$ cat src/rtl/membus_pkg.sv
// Shared definitions for the PDP-6 membus master: op codes, FSM states
// and the membus address field ranges.
package membus_pkg;

    localparam logic [1:0] OP_NONE = 2'd0;
    localparam logic [1:0] OP_RD   = 2'd1;
    localparam logic [1:0] OP_WR   = 2'd2;
    localparam logic [1:0] OP_RMW  = 2'd3;

    // RMW sets both bits, so each bit directly drives its membus request line.
    localparam int OP_RD_BIT = 0;
    localparam int OP_WR_BIT = 1;

    // sel and ma share bit 21 of the address.
    localparam int SEL_LO = 18;
    localparam int SEL_HI = 21;
    localparam int MA_LO  = 21;
    localparam int MA_HI  = 35;

    typedef enum logic [2:0] {
        IDLE  = 3'd0,
        ADDR  = 3'd1,
        RD    = 3'd2,
        MOD   = 3'd3,
        WSET  = 3'd4,
        WRS   = 3'd5,
        WHOLD = 3'd6
    } state_t;

endpackage

$ cat src/rtl/membus_edge.sv
// Rising-edge detector: remembers last cycle's level so a held-high
// membus acknowledge is seen exactly once.
module membus_edge (
    input  logic clk,
    input  logic reset,
    input  logic level,
    output logic rise
);

    logic prev_q;

    always_ff @(posedge clk) begin
        if (reset) prev_q <= 1'b0;
        else       prev_q <= level;
    end

    assign rise = level & ~prev_q;

endmodule

$ cat src/rtl/membus_master.sv
// Processor-side PDP-6 membus master: runs one RD, WR or RMW cycle per
// request, with registered bus outputs and a timeout for missing memory.
module membus_master
    import membus_pkg::*;
#(
    parameter int TIMEOUT  = 1000,
    parameter int WR_SETUP = 2,
    parameter int WR_HOLD  = 1
) (
    input  logic          clk,
    input  logic          reset,
    input  logic          req,
    input  logic [1:0]    req_op,
    input  logic          req_fmc,
    input  logic [18:35]  req_addr,
    input  logic [0:35]   req_wdata,
    input  logic          mod_valid,
    input  logic [0:35]   mod_data,
    output logic          busy,
    output logic [0:35]   rd_data,
    output logic          rd_done,
    output logic          done,
    output logic          err,
    output logic          membus_rq_cyc,
    output logic          membus_rd_rq,
    output logic          membus_wr_rq,
    output logic [18:21]  membus_sel,
    output logic [21:35]  membus_ma,
    output logic          membus_fmc_select,
    output logic [0:35]   membus_mb_out,
    output logic          membus_wr_rs,
    input  logic          membus_addr_ack,
    input  logic          membus_rd_rs,
    input  logic [0:35]   membus_mb_in,
    output state_t        dbg_state
);

    localparam int CNT_MAX = (TIMEOUT > WR_SETUP) ? ((TIMEOUT > WR_HOLD) ? TIMEOUT : WR_HOLD)
                                                  : ((WR_SETUP > WR_HOLD) ? WR_SETUP : WR_HOLD);
    localparam int CNT_W = $clog2(CNT_MAX + 1);
    localparam logic [CNT_W-1:0] TO_LAST    = CNT_W'(TIMEOUT - 1);
    localparam logic [CNT_W-1:0] SETUP_LAST = CNT_W'(WR_SETUP - 1);
    localparam logic [CNT_W-1:0] HOLD_LAST  = CNT_W'(WR_HOLD - 1);

    // Requester handshake: req with a nonzero req_op is taken only while
    // busy=0; the transaction ends with a one-cycle done (busy still 1 that
    // cycle, 0 the next), so the earliest next request is the cycle after done.

    state_t             state_q, state_d;
    logic [CNT_W-1:0]   cnt_q, cnt_d;
    logic [1:0]         op_q, op_d;
    logic [0:35]        wword_q, wword_d;
    logic [0:35]        rd_data_d, mb_out_d;
    logic [18:21]       sel_d;
    logic [21:35]       ma_d;
    logic               busy_d, done_d, rd_done_d, err_d;
    logic               rq_cyc_d, rd_rq_d, wr_rq_d, fmc_d, wr_rs_d;
    logic               ack_rise, rd_rise;

    membus_edge u_ack_edge (.clk(clk), .reset(reset), .level(membus_addr_ack), .rise(ack_rise));
    membus_edge u_rd_edge  (.clk(clk), .reset(reset), .level(membus_rd_rs),    .rise(rd_rise));

    always_comb begin
        state_d   = state_q;
        cnt_d     = cnt_q + 1'b1;
        op_d      = op_q;
        wword_d   = wword_q;
        rd_data_d = rd_data;
        busy_d    = 1'b1;
        done_d    = 1'b0;
        rd_done_d = 1'b0;
        err_d     = 1'b0;
        rq_cyc_d  = membus_rq_cyc;
        rd_rq_d   = membus_rd_rq;
        wr_rq_d   = membus_wr_rq;
        sel_d     = membus_sel;
        ma_d      = membus_ma;
        fmc_d     = membus_fmc_select;
        mb_out_d  = membus_mb_out;
        wr_rs_d   = 1'b0;
        case (state_q)
            IDLE: begin
                busy_d = 1'b0;
                cnt_d  = '0;
                if (req && req_op != OP_NONE && !busy) begin
                    state_d   = ADDR;
                    op_d      = req_op;
                    wword_d   = req_wdata;
                    rd_data_d = '0;
                    busy_d    = 1'b1;
                    rq_cyc_d  = 1'b1;
                    rd_rq_d   = req_op[OP_RD_BIT];
                    wr_rq_d   = req_op[OP_WR_BIT];
                    sel_d     = req_addr[SEL_LO:SEL_HI];
                    ma_d      = req_addr[MA_LO:MA_HI];
                    fmc_d     = req_fmc;
                end
            end
            ADDR: begin
                if (ack_rise) begin
                    // Request lines drop now; sel/ma/fmc stay one more cycle.
                    rq_cyc_d = 1'b0;
                    rd_rq_d  = 1'b0;
                    wr_rq_d  = 1'b0;
                    cnt_d    = '0;
                    if (op_q[OP_RD_BIT]) begin
                        state_d   = RD;
                        rd_data_d = rd_data | membus_mb_in;
                    end else begin
                        state_d  = WSET;
                        mb_out_d = wword_q;
                    end
                end else if (cnt_q == TO_LAST) begin
                    state_d  = IDLE;
                    rq_cyc_d = 1'b0;
                    rd_rq_d  = 1'b0;
                    wr_rq_d  = 1'b0;
                    sel_d    = '0;
                    ma_d     = '0;
                    fmc_d    = 1'b0;
                    done_d   = 1'b1;
                    err_d    = 1'b1;
                end
            end
            RD: begin
                sel_d     = '0;
                ma_d      = '0;
                fmc_d     = 1'b0;
                rd_data_d = rd_data | membus_mb_in;
                if (rd_rise) begin
                    rd_done_d = 1'b1;
                    cnt_d     = '0;
                    if (op_q[OP_WR_BIT]) begin
                        state_d = MOD;
                    end else begin
                        state_d = IDLE;
                        done_d  = 1'b1;
                    end
                end else if (cnt_q == TO_LAST) begin
                    state_d = IDLE;
                    done_d  = 1'b1;
                    err_d   = 1'b1;
                end
            end
            MOD: begin
                // Memory is stalled awaiting wr_rs, so no timeout applies.
                cnt_d = '0;
                if (mod_valid) begin
                    state_d  = WSET;
                    wword_d  = mod_data;
                    mb_out_d = mod_data;
                end
            end
            WSET: begin
                sel_d = '0;
                ma_d  = '0;
                fmc_d = 1'b0;
                if (cnt_q == SETUP_LAST) begin
                    state_d = WRS;
                    wr_rs_d = 1'b1;
                    cnt_d   = '0;
                end
            end
            WRS: begin
                state_d = WHOLD;
                cnt_d   = '0;
            end
            WHOLD: begin
                if (cnt_q == HOLD_LAST) begin
                    state_d  = IDLE;
                    mb_out_d = '0;
                    done_d   = 1'b1;
                end
            end
            default: begin
                state_d = IDLE;
                busy_d  = 1'b0;
            end
        endcase
    end

    always_ff @(posedge clk) begin
        if (reset) begin
            state_q           <= IDLE;
            cnt_q             <= '0;
            op_q              <= OP_NONE;
            wword_q           <= '0;
            rd_data           <= '0;
            busy              <= 1'b0;
            done              <= 1'b0;
            rd_done           <= 1'b0;
            err               <= 1'b0;
            membus_rq_cyc     <= 1'b0;
            membus_rd_rq      <= 1'b0;
            membus_wr_rq      <= 1'b0;
            membus_sel        <= '0;
            membus_ma         <= '0;
            membus_fmc_select <= 1'b0;
            membus_mb_out     <= '0;
            membus_wr_rs      <= 1'b0;
        end else begin
            state_q           <= state_d;
            cnt_q             <= cnt_d;
            op_q              <= op_d;
            wword_q           <= wword_d;
            rd_data           <= rd_data_d;
            busy              <= busy_d;
            done              <= done_d;
            rd_done           <= rd_done_d;
            err               <= err_d;
            membus_rq_cyc     <= rq_cyc_d;
            membus_rd_rq      <= rd_rq_d;
            membus_wr_rq      <= wr_rq_d;
            membus_sel        <= sel_d;
            membus_ma         <= ma_d;
            membus_fmc_select <= fmc_d;
            membus_mb_out     <= mb_out_d;
            membus_wr_rs      <= wr_rs_d;
        end
    end

    assign dbg_state = state_q;

endmodule

$ cat config.mk
export PLATFORM = sky130hd
export DESIGN_NAME = membus_master
export DESIGN_NICKNAME = d
export VERILOG_FILES = /design/src/rtl/membus_pkg.sv /design/src/rtl/membus_edge.sv /design/src/rtl/membus_master.sv
export SDC_FILE = /design/constraint.sdc
export NUM_CORES = 1
export LEC_CHECK = 0
export ABC_AREA = 1
export CAP_MARGIN = 10
export CORE_UTILIZATION = 45
export CTS_CLUSTER_DIAMETER = 40
export DETAILED_ROUTE_END_ITERATION = 16
export MAX_ROUTING_LAYER = met4
export PLACE_DENSITY = 0.91
export SLEW_MARGIN = 20
export SYNTH_ARGS = -nofsm -noshare
export SYNTH_HDL_FRONTEND = slang
export SYNTH_SLANG_ARGS = --single-unit
$ cat constraint.sdc
create_clock -name clk -period 2.3 [get_ports clk]
set_clock_uncertainty 0.15 [all_clocks]
set_input_delay 0.69 -clock clk [delete_from_list [all_inputs] [get_ports clk]]
set_output_delay 0.69 -clock clk [all_outputs]
set_load 0.01 [all_outputs]
==> results.txt <==
First-pass GRT wire length: 29910 um
Peak supply drop: 0.6898 mV
CP top delay family: buffers and inverters
Outcome: complete, no violations
Slowest CP cell: clkdlybuf4s50_1
Worst Hold Slack: 0.2680 ns
I/O pin cnt: 238
Yosys cell types: 38
Final setup violation count: 0
Worst-path clk slew: 0.05 ns
Top FF cell, synth: dfxtp_1
Final WL: 19260 um
Max-slew violations: 0
Setup slack after layout: 0.08131 ns
GRT overflow: 0
Setup crit end kind: primary output
Mapped Cells: 932
Count of clock tree sinks: 152
Initial DRC count: 410
WP data required: 1.46 ns
Worst-margin pin slew: 0.5020 ns
Drt first pass iters: 5
Share of layout cells above drive strength 1: 0.07046
Buffers added on ports: 237
GRT Util Overall: 0.2596
Total power: 12390 uW
CP Data Arrival Time: 1.38 ns
Area Growth Syn to Fin: 50.41%
Yosys warns: 0
Cell chain of the critical path: clkdlybuf4s50_1
ANT nets after route: 0
Crit-path max FO: 2
Cts hold-fix bufs: 0
# nets final: 1305
Worst path buffer plus inverter count: 1
Largest net degree at the start of global routing: 59
CTS Buf Count: 17
Wire per inst: 14.18 um
Antenna cell count: 0
Core ar.: 14100 um2
Seq cells post-synth: 152
Gp weighted congestion: 0.8639
DR vias: 6928
Period utilization: 0.9646
Pwr/cell area: 1244 nW/um2
Clock Latency Late Sink: 0.42 ns
Pre-CTS setup slack: -0.2108 ns
H-Tree Level Count: 4
Util after Layout: 0.7066
Die H: 123.3 um
Initial antenna violation count: 0
Row cnt: 43
Clock Tree Buf Depth: 2
Sequential area share after synthesis: 0.4595
Root buffer cell: clkbuf_16
Fmax: 450.7 MHz
RSZ-0062 raised after global routing: false
Slowest stage delay, CP: 0.58 ns
CTS tree: built
CP Launch Type: flip-flop
Synthesized area per cell: 7.106 um2
Total leakage power: 0.004282 uW
Die ar.: 15210 um2
MaxCap Viol Count: 0
Via density: 5.102
Async set-reset flop share out of synthesis: 0
Vias in the first global route: 6499
Hold/Removal Path Class: flip-flop to flip-flop
Slew margin rel.: 0.6640
Syn Std Cell Area: 6623 um2
Post-synth EDFFs: 0
Die W: 123.3 um
WS Path Type: flip-flop to primary output
Tmin final: 2.219 ns
Final hold viol count: 0
DRC viols: 0
Initial Utilization: 0.4698
Syn Nets: 1070
Hpwl dp: 13710 um
-- through the flow --
| stage | instance area (um2) | cells | setup TNS [ns] |
|---|---|---|---|
| floorplan | 6623 | 932 | 0 |
| global placement | 9356 | 1328 | -18.03 |
| finish | 9961 | 1358 | 0 |
| detailed placement | 9356 | 1328 | -22.15 |
| global route | 9961 | 1358 | 0 |
| CTS | 9958 | 1358 | 0 |
-- layer usage --
layer | track usage | vias up | share of wire
met5 | - | - | 0
met2 | 0.4431 | 288 | 0.49
met3 | 0.06550 | 49 | 0.084
met1 | 0.2808 | 3127 | 0.39
met4 | 0.1258 | 0 | 0.031
li1 | - | 3464 | -
-- synth_stat cells, types with 4 or more instances --
| cell type | n | share of area |
|---|---|---|
| dfxtp_1 | 152 | 0.46 |
| buf_1 | 9 | 0.0051 |
| nor3_1 | 4 | 0.0030 |
| clkbuf_1 | 21 | 0.012 |
| nand3_1 | 47 | 0.036 |
| nand2_1 | 112 | 0.063 |
| inv_1 | 77 | 0.044 |
| a21oi_1 | 116 | 0.088 |
| o21ai_0 | 62 | 0.047 |
| buf_4 | 7 | 0.0079 |
| nor3b_1 | 35 | 0.040 |
| inv_2 | 4 | 0.0023 |
| nor2_1 | 234 | 0.13 |
| buf_2 | 18 | 0.014 |
-- power breakdown --
part / internal, uW / leakage (uW) / switching, uW
clock network: 1830 / 0.000289 / 1040
registers: 3510 / 0.00125 / 494
logic: 2650 / 0.00274 / 2870
total: 7980 / 0.00428 / 4400
-- area by class of cell --
cell class	instances	area, um2
Clock inverter	9	150.1
Timing Repair Buffer	272	2759
Multi-Input combinational cell	643	3024
Fill cell	1077	4135
Tap cell	180	225.2
Sequential cell	152	3048
Inverter	81	304.0
Clock buffer	21	450.4
-- cells in the final DEF (no fill, tap or decap), types with 3 or more instances in the layout --
master,synthesis,final
clkdlybuf4s50_1,0,236
nor2_1,234,234
dfxtp_1,152,150
a21oi_1,116,116
nand2_1,112,112
inv_1,77,76
o21ai_0,62,61
nand3_1,47,47
nor3b_1,35,35
buf_4,7,25
clkbuf_16,0,17
buf_12,0,10
inv_2,4,5
nor3_1,4,4
bufinv_16,0,4
nor2_2,3,3
nand4_1,3,3
ha_1,3,3
clkbuf_1,21,3
clkinv_2,0,3
-- timing repair --
action	CTS	global route
endpoints found under the setup margin	3	1
gates resized for setup	3	1
setup buffers	0	0
-- cell families (layout without fill, tap and decap cells) --
logic type | Yosys count | in the layout | synth area share
AND/OR/NAND/NOR | 449 | 449 | 0.2962
flip-flops | 152 | 152 | 0.4595
XOR/XNOR | 4 | 4 | 0.005291
AO/OA/AOI/OAI | 187 | 187 | 0.1472
adder cells (fa/ha/maj) | 3 | 3 | 0.005668
buffers and inverters | 137 | 383 | 0.08615
-- flip-flops by register name (all words and copies together) (netlist names) --
register	flops
membus_sel	4
membus_rd_rq	1
dbg_state	3
err	1
cnt_q	10
membus_wr_rs	1
membus_mb_out	36
rd_done	1
op_q	2
u_rd_edge.prev_q	1
membus_rq_cyc	1
busy	1
membus_fmc_select	1
done	1
wword_q	36
membus_ma	14
membus_wr_rq	1
u_ack_edge.prev_q	1
rd_data	36
-- path summary, 6_finish.rpt --
path	endpoint	startpoint	slack, ns	cells after the start
worst max-delay path	busy	busy	0.08	1
worst min-delay path	rd_done	u_rd_edge.prev_q	0.27	1
worst max register to register	membus_sel[20]	cnt_q[0]	0.25	9
worst min register to register	rd_done	u_rd_edge.prev_q	0.27	1
No activity file was read; power rests on OpenSTA's default activity.
